==> config.mk <==
export PLATFORM = sky130hd
export DESIGN_NAME = parallel_shift_out
export DESIGN_NICKNAME = d
export VERILOG_FILES = /design/src/rtl/parallel_shift_out.sv
export SDC_FILE = /design/constraint.sdc
export NUM_CORES = 1
export LEC_CHECK = 0
export CAP_MARGIN = 40
export CORE_MARGIN = 2
export CORE_UTILIZATION = 30
export CTS_CLUSTER_DIAMETER = 40
export DETAILED_ROUTE_END_ITERATION = 10
export SLEW_MARGIN = 20
export SYNTH_ARGS = -nofsm -noshare
export SYNTH_HDL_FRONTEND = slang
export SYNTH_SLANG_ARGS = --single-unit
==> constraint.sdc <==
create_clock -name clk -period 2.5 [get_ports clk]
set_clock_uncertainty 0.2 [all_clocks]
set_input_delay 0.75 -clock clk [delete_from_list [all_inputs] [get_ports clk]]
set_output_delay 0.75 -clock clk [all_outputs]
set_load 0.01 [all_outputs]
==> src/rtl/parallel_shift_out.sv <==
// Parallel-in / serial-out word shifter: captures SIZE words of WIDTH bits and emits them MS word first.
// Optional macro PISO_AUTOLOAD_EN enables zero-bubble back-to-back block loading.
module parallel_shift_out #(
    parameter int WIDTH = 8,
    parameter int SIZE  = 8
) (
    input  logic                     clk,
    input  logic                     rst_n,
    input  logic                     load_valid,
    output logic                     load_ready,
    input  logic [WIDTH*SIZE-1:0]    load_data,
    input  logic                     shift_signal,
    output logic [WIDTH-1:0]         data_out,
    output logic                     data_valid,
    output logic [$clog2(SIZE+1)-1:0] remaining,
    output logic                     done
);

    localparam int RW = $clog2(SIZE+1);
    localparam int TOP = WIDTH*SIZE-1;

    typedef enum logic [0:0] {
        IDLE  = 1'b0,
        SHIFT = 1'b1
    } state_t;

    state_t                  state_r;
    logic [WIDTH*SIZE-1:0]   buf_r;
    logic [WIDTH-1:0]        data_out_r;
    logic                    data_valid_r;
    logic                    done_r;
    logic [RW-1:0]           rem_r;

    logic                    load_ready_s;
    logic                    load_fire_s;
    logic                    shift_fire_s;

    // The autoload ready term looks at shift_signal so the next block can land on the same edge as the last shift.
`ifdef PISO_AUTOLOAD_EN
    assign load_ready_s = (state_r == IDLE) ||
                          ((state_r == SHIFT) && (rem_r == RW'(1)) && shift_signal);
`else
    assign load_ready_s = (state_r == IDLE);
`endif

    assign load_fire_s  = load_valid && load_ready_s;
    assign shift_fire_s = shift_signal && data_valid_r;

    // Main state machine: capture, shift out MS word first, pulse done after the last word.
    always_ff @(posedge clk) begin
        if (!rst_n) begin
            state_r      <= IDLE;
            buf_r        <= '0;
            data_out_r   <= {WIDTH{1'b0}};
            data_valid_r <= 1'b0;
            done_r       <= 1'b0;
            rem_r        <= {RW{1'b0}};
        end else begin
            done_r <= 1'b0;
            case (state_r)
                IDLE: begin
                    if (load_fire_s) begin
                        buf_r        <= load_data << WIDTH;
                        data_out_r   <= load_data[TOP -: WIDTH];
                        data_valid_r <= 1'b1;
                        rem_r        <= RW'(SIZE);
                        state_r      <= SHIFT;
                    end else begin
                        state_r <= IDLE;
                    end
                end
                SHIFT: begin
                    if (load_fire_s) begin
                        // Only reachable with autoload: last word consumed and next block captured together.
                        buf_r        <= load_data << WIDTH;
                        data_out_r   <= load_data[TOP -: WIDTH];
                        data_valid_r <= 1'b1;
                        rem_r        <= RW'(SIZE);
                        done_r       <= 1'b1;
                        state_r      <= SHIFT;
                    end else if (shift_fire_s) begin
                        if (rem_r == RW'(1)) begin
                            buf_r        <= '0;
                            data_out_r   <= {WIDTH{1'b0}};
                            data_valid_r <= 1'b0;
                            rem_r        <= {RW{1'b0}};
                            done_r       <= 1'b1;
                            state_r      <= IDLE;
                        end else begin
                            buf_r      <= buf_r << WIDTH;
                            data_out_r <= buf_r[TOP -: WIDTH];
                            rem_r      <= rem_r - RW'(1);
                            state_r    <= SHIFT;
                        end
                    end else begin
                        state_r <= SHIFT;
                    end
                end
                default: begin
                    state_r      <= IDLE;
                    buf_r        <= '0;
                    data_out_r   <= {WIDTH{1'b0}};
                    data_valid_r <= 1'b0;
                    rem_r        <= {RW{1'b0}};
                end
            endcase
        end
    end

    assign load_ready = load_ready_s;
    assign data_out   = data_out_r;
    assign data_valid = data_valid_r;
    assign remaining  = rem_r;
    assign done       = done_r;

endmodule
* Word-level counts from Yosys, hierarchy flattened *
Index checks and enable logic that the tools add are counted.

operators by class
  reduce and logical (&&, ||, !) cells = 5
  eq/ne operators = 4
  multiplexer cells = 28
  bitwise operators = 1
  add/subtract/negate cells = 1

operator list
  cell                                                 number
  two-way mux 64 bit                                   4
  case mux 64 bit (2 select lines)                     1
  two-way mux 8 bit                                    4
  two-way mux 4 bit                                    4
  case mux 8 bit (2 select lines)                      1
  two-way mux 1 bit                                    11
  case mux 4 bit (2 select lines)                      1
  != test 3 x 1 -> 1 bit, second input constant        2
  equality test 4 x 1 -> 1 bit, second input constant  1
  case mux 1 bit (2 select lines)                      2
  AND reduction 2 bit                                  2
  subtractor 4 x 1 -> 4 bit, second input constant     1
  AND reduction 3 bit                                  1
  logical AND 1 bit                                    2
  != test 2 x 1 -> 1 bit, second input constant        1
  NOT 1 bit                                            1

storage, ports and cells
  bits in registers = 79
  output and inout bits = 15
  input bits = 68

* Logic depth before layout (Yosys ltp) *
  word-level depth = 5
  mapped depth = 8

* Least setup slack after synthesis *
Ideal clock, no wire load.

  path kind = input to register
  start = input port shift_signal
  end = register rem_r[0], in the netlist remaining[0]
  path buffers = 2
  path slack = 0.631 ns
  cell stages on the path = 5
  arrival = 1.554 ns
  cell sequence = and3_1 buf_2 clkbuf_1 nor3_1 o21a_1

between the ends
  word-level cells in the longest chain between the ends = 3

RTL lines
  item                              line  RTL
  start: declaration                12    input logic shift_signal,
  logical AND 1 bit                 47    assign shift_fire_s = shift_signal && data_valid_r;
  != test 3 x 1 -> 1 bit (no line)  n/a
  AND reduction 2 bit (no line)     n/a
  end signal: assignment            57    rem_r <= {RW{1'b0}};
  end signal: assignment            66    rem_r <= RW'(SIZE);
  end signal: assignment            78    rem_r <= RW'(SIZE);
  end: declaration                  32    logic [RW-1:0] rem_r;

Every way passes these cells.
A chain may end at the register's enable or synchronous reset.

* Worst setup path after layout *
  start = register data_valid_r, in the netlist data_valid
  end = output port data_valid

RTL lines
  item                      line  RTL
  start: declaration        30    logic data_valid_r;
  start signal: assignment  55    data_valid_r <= 1'b0;
  start signal: assignment  65    data_valid_r <= 1'b1;
  start signal: assignment  77    data_valid_r <= 1'b1;
  end: declaration          14    output logic data_valid,

No word-level cell between the ends.

==> impl_metrics.env <==
export IMPL_arrival_ns=1.42
export IMPL_final_cell_area_mm2=0.004484
export IMPL_crit_chain="clkdlybuf4s50_1"
export IMPL_cts_tree="built"
export IMPL_synth_seq_area_share_pct=43.54
export IMPL_max_cap_violations=0
export IMPL_syn_cell_area_mm2=0.003264
export IMPL_die_area_mm2=0.01173
export IMPL_postCtsSetupRepairBufs=0
export IMPL_antenna_found_initial=0
export IMPL_hold_start="buf_r[37]"
export IMPL_p_sw_mw=0.8381
export IMPL_grt_pass1_wl_um=15850
export IMPL_grt_use_total_pct=17.32
export IMPL_switching_share_pct=29.43
export IMPL_antenna_left=0
export IMPL_ys_types=29
export IMPL_dp_hpwl_um=6341
export IMPL_fin_nets=499
export IMPL_maxSlewHeadroom_pct=67.64
export IMPL_rows=38
export IMPL_initial_core_util_pct=30.38
export IMPL_die_h_um=108.3
export IMPL_worst_setup_path_start_kind="flop"
export IMPL_report_final_hold_viol_count=0
export IMPL_io_buffers=82
export IMPL_period_share_pct=94.85
export IMPL_num_vias=3183
export IMPL_clockPowerShare_pct=33.3
export IMPL_drive_gt1_share_pct=9.217
export IMPL_worstSetupPathType="reg2out"
export IMPL_via_per_inst=5.545
export IMPL_wl_per_cell_um=17.49
export IMPL_hold_ws_ns=0.2651
export IMPL_gp_congestion=0.7952
export IMPL_postSynthAreaPerCell_um2=8.823
export IMPL_grt_pass1_vias=2985
export IMPL_grt_max_degree=73
export IMPL_rsz0062_at_grt="false"
export IMPL_drc=0
export IMPL_max_freq_mhz=421.7
export IMPL_fillers=1107
export IMPL_power_frac_comb_pct=20.7
export IMPL_dieWidth_um=108.3
export IMPL_power_density_mw_per_mm2=635.1
export IMPL_drt_initial_drc_count=262
export IMPL_synthToLayoutAreaGrowth_pct=37.37
export IMPL_io_pins=83
export IMPL_power_frac_seq_pct=45.9
export IMPL_worst_pin_slew_ns=0.4854
export IMPL_cts_resized=0
export IMPL_min_path_type="reg2reg"
export IMPL_dpl_cell_count=558
export IMPL_synth_seq_cells=71
export IMPL_clk_pin_slew_ns=0.08
export IMPL_numCtsBuffers=9
export IMPL_slowest_delay_ns=0.59
export IMPL_finalNonFillerCells=574
export IMPL_overflow=0
export IMPL_vdd_drop_max_mv=0.2435
export IMPL_path_delay_family="buffers and inverters"
export IMPL_leakage_nw=1.651
export IMPL_dr_pass1_iters=4
export IMPL_core_area_mm2=0.01075
export IMPL_setup_violations=0
export IMPL_cts_hold_repair_buffers=0
export IMPL_critPathMaxFanout=5
export IMPL_cpMaxStageDelayCell="clkdlybuf4s50_1"
export IMPL_clock_root_buffer="clkbuf_8"
export IMPL_num_antenna_cells=0
export IMPL_drv_slew=0
export IMPL_htree_levels=3
export IMPL_clock_latency_ns=0.36
export IMPL_fin_crit_ns=2.371
export IMPL_status="complete, no violations"
export IMPL_cp_buffers_inverters=1
export IMPL_routed_wl_um=10040
export IMPL_ys_warn_count=0
export IMPL_place_area_mm2=0.004279
export IMPL_r2r_start="remaining[0]"
export IMPL_fin_setup_tns_ns=0
export IMPL_synthCells=370
export IMPL_crit_path_end_kind="output pin"
export IMPL_intPower_mw=2.010
export IMPL_crit_start="data_valid"
export IMPL_synth_fp_nets=440
export IMPL_required_ns=1.55
export IMPL_clock_sinks=71
export IMPL_cts_buffer_depth=2
-- synthesized netlist by cell type (all sizes together) --
| cell type | n | area share [%] |
|---|---|---|
| o31ai | 56 | 13 |
| nor2 | 3 | 0.34 |
| o21ai | 3 | 0.46 |
| a32oi | 35 | 9.4 |
| nor2b | 21 | 4.0 |
| inv | 3 | 0.34 |
| a21boi | 9 | 2.1 |
| o22ai | 1 | 0.19 |
| clkbuf | 28 | 3.2 |
| nor3 | 4 | 0.61 |
| a2bb2oi | 1 | 0.27 |
| a21oi | 58 | 8.9 |
| nand3 | 11 | 1.7 |
| o2bb2ai | 1 | 0.27 |
| and2 | 1 | 0.19 |
| dfxtp | 71 | 44 |
| nand2b | 1 | 0.19 |
| o21a | 2 | 0.46 |
| ha | 2 | 0.77 |
| nand2 | 11 | 1.3 |
| or3b | 1 | 0.27 |
| buf | 23 | 3.9 |
| o31a | 1 | 0.27 |
| and3 | 1 | 0.19 |
| nand3b | 1 | 0.23 |
| a31oi | 21 | 4.0 |
-- through the flow --
stage	power, mW	utilization, %	setup slack [ns]
final	2.848	41.73	0.1289
after floorplan	1.641	-	0.6312
after detailed placement	1.919	39.82	0.1347
after global placement	1.912	39.82	0.1511
after CTS	2.863	41.73	0.1197
after global routing	2.977	41.73	0.07065
-- power by group through the flow --
stage                     logic [mW]  clock network (mW)  registers (mW)
after floorplan                0.320                   0            1.32
after global placement         0.581                   0            1.33
after detailed placement       0.587                   0            1.33
after CTS                      0.592               0.963            1.31
after global routing           0.646                1.01            1.32
final                          0.591               0.949            1.31
-- cell type report --
| type | count | area [um2] | area share, % |
|---|---|---|---|
| Clock buffer | 9 | 123.9 | 2.762 |
| Clock inverter | 7 | 81.33 | 1.814 |
| Inverter | 3 | 11.26 | 0.2511 |
| Multi-Input combinational cell | 245 | 1614 | 35.99 |
| Sequential cell | 71 | 1423 | 31.72 |
| Tap cell | 140 | 175.2 | 3.906 |
| Timing Repair Buffer | 99 | 1056 | 23.55 |
-- cells by family (layout without fill, tap and decap cells) --
kind of cell	Yosys count	count (layout)	synth area share, %
AOI/OAI and AO/OA	188	188	39.17
adders and majority gates	2	2	0.7665
buffers and inverters	54	118	7.512
DFF	71	71	43.54
and+or+nand+nor	55	55	9.008
-- registers in the layout, summed over array words and instances (netlist names) --
signal / flops
buf_r: 56
data_out: 8
remaining: 4
data_valid: 1
done: 1
state_r: 1
-- layout by cell type (no fill, tap or decap) --
master            n
a21boi_0          9
a21oi_1          58
a2bb2oi_1         1
a31oi_1          21
a32oi_1          35
and2_1            1
and3_2            1
buf_12            9
buf_2             1
buf_4             8
bufinv_16         1
clkbuf_8          9
clkdlybuf4s50_1  81
clkinv_4          4
clkinvlp_4        1
dfxtp_1          70
dfxtp_2           1
ha_1              2
inv_1             3
inv_6             1
nand2_1          10
nand2_2           1
nand2b_1          1
nand3_1          10
nand3_2           1
nand3b_1          1
nor2_1            3
nor2b_1          20
nor2b_4           1
nor3_1            4
o21a_1            2
o21ai_0           3
o22ai_1           1
o2bb2ai_1         1
o31a_1            1
o31ai_1          56
or3b_2            1
-- routing by layer --
layer / vias to the layer above / GRT usage, % / share of wire [%]
met5: - / 0 / 0
met2: 120 / 26.28 / 46
met3: 13 / 2.893 / 6.3
met4: 0 / 5.495 / 1.4
met1: 1497 / 25.00 / 46
li1: 1553 / - / -
-- final timing paths --
path,end,depth (start not counted),slack [ns]
worst max-delay path,data_valid,1,0.13
worst min-delay path,buf_r[45],2,0.27
worst max register to register,buf_r[58],5,0.25
worst min register to register,buf_r[45],2,0.27
(Power assumes the default switching activity.)
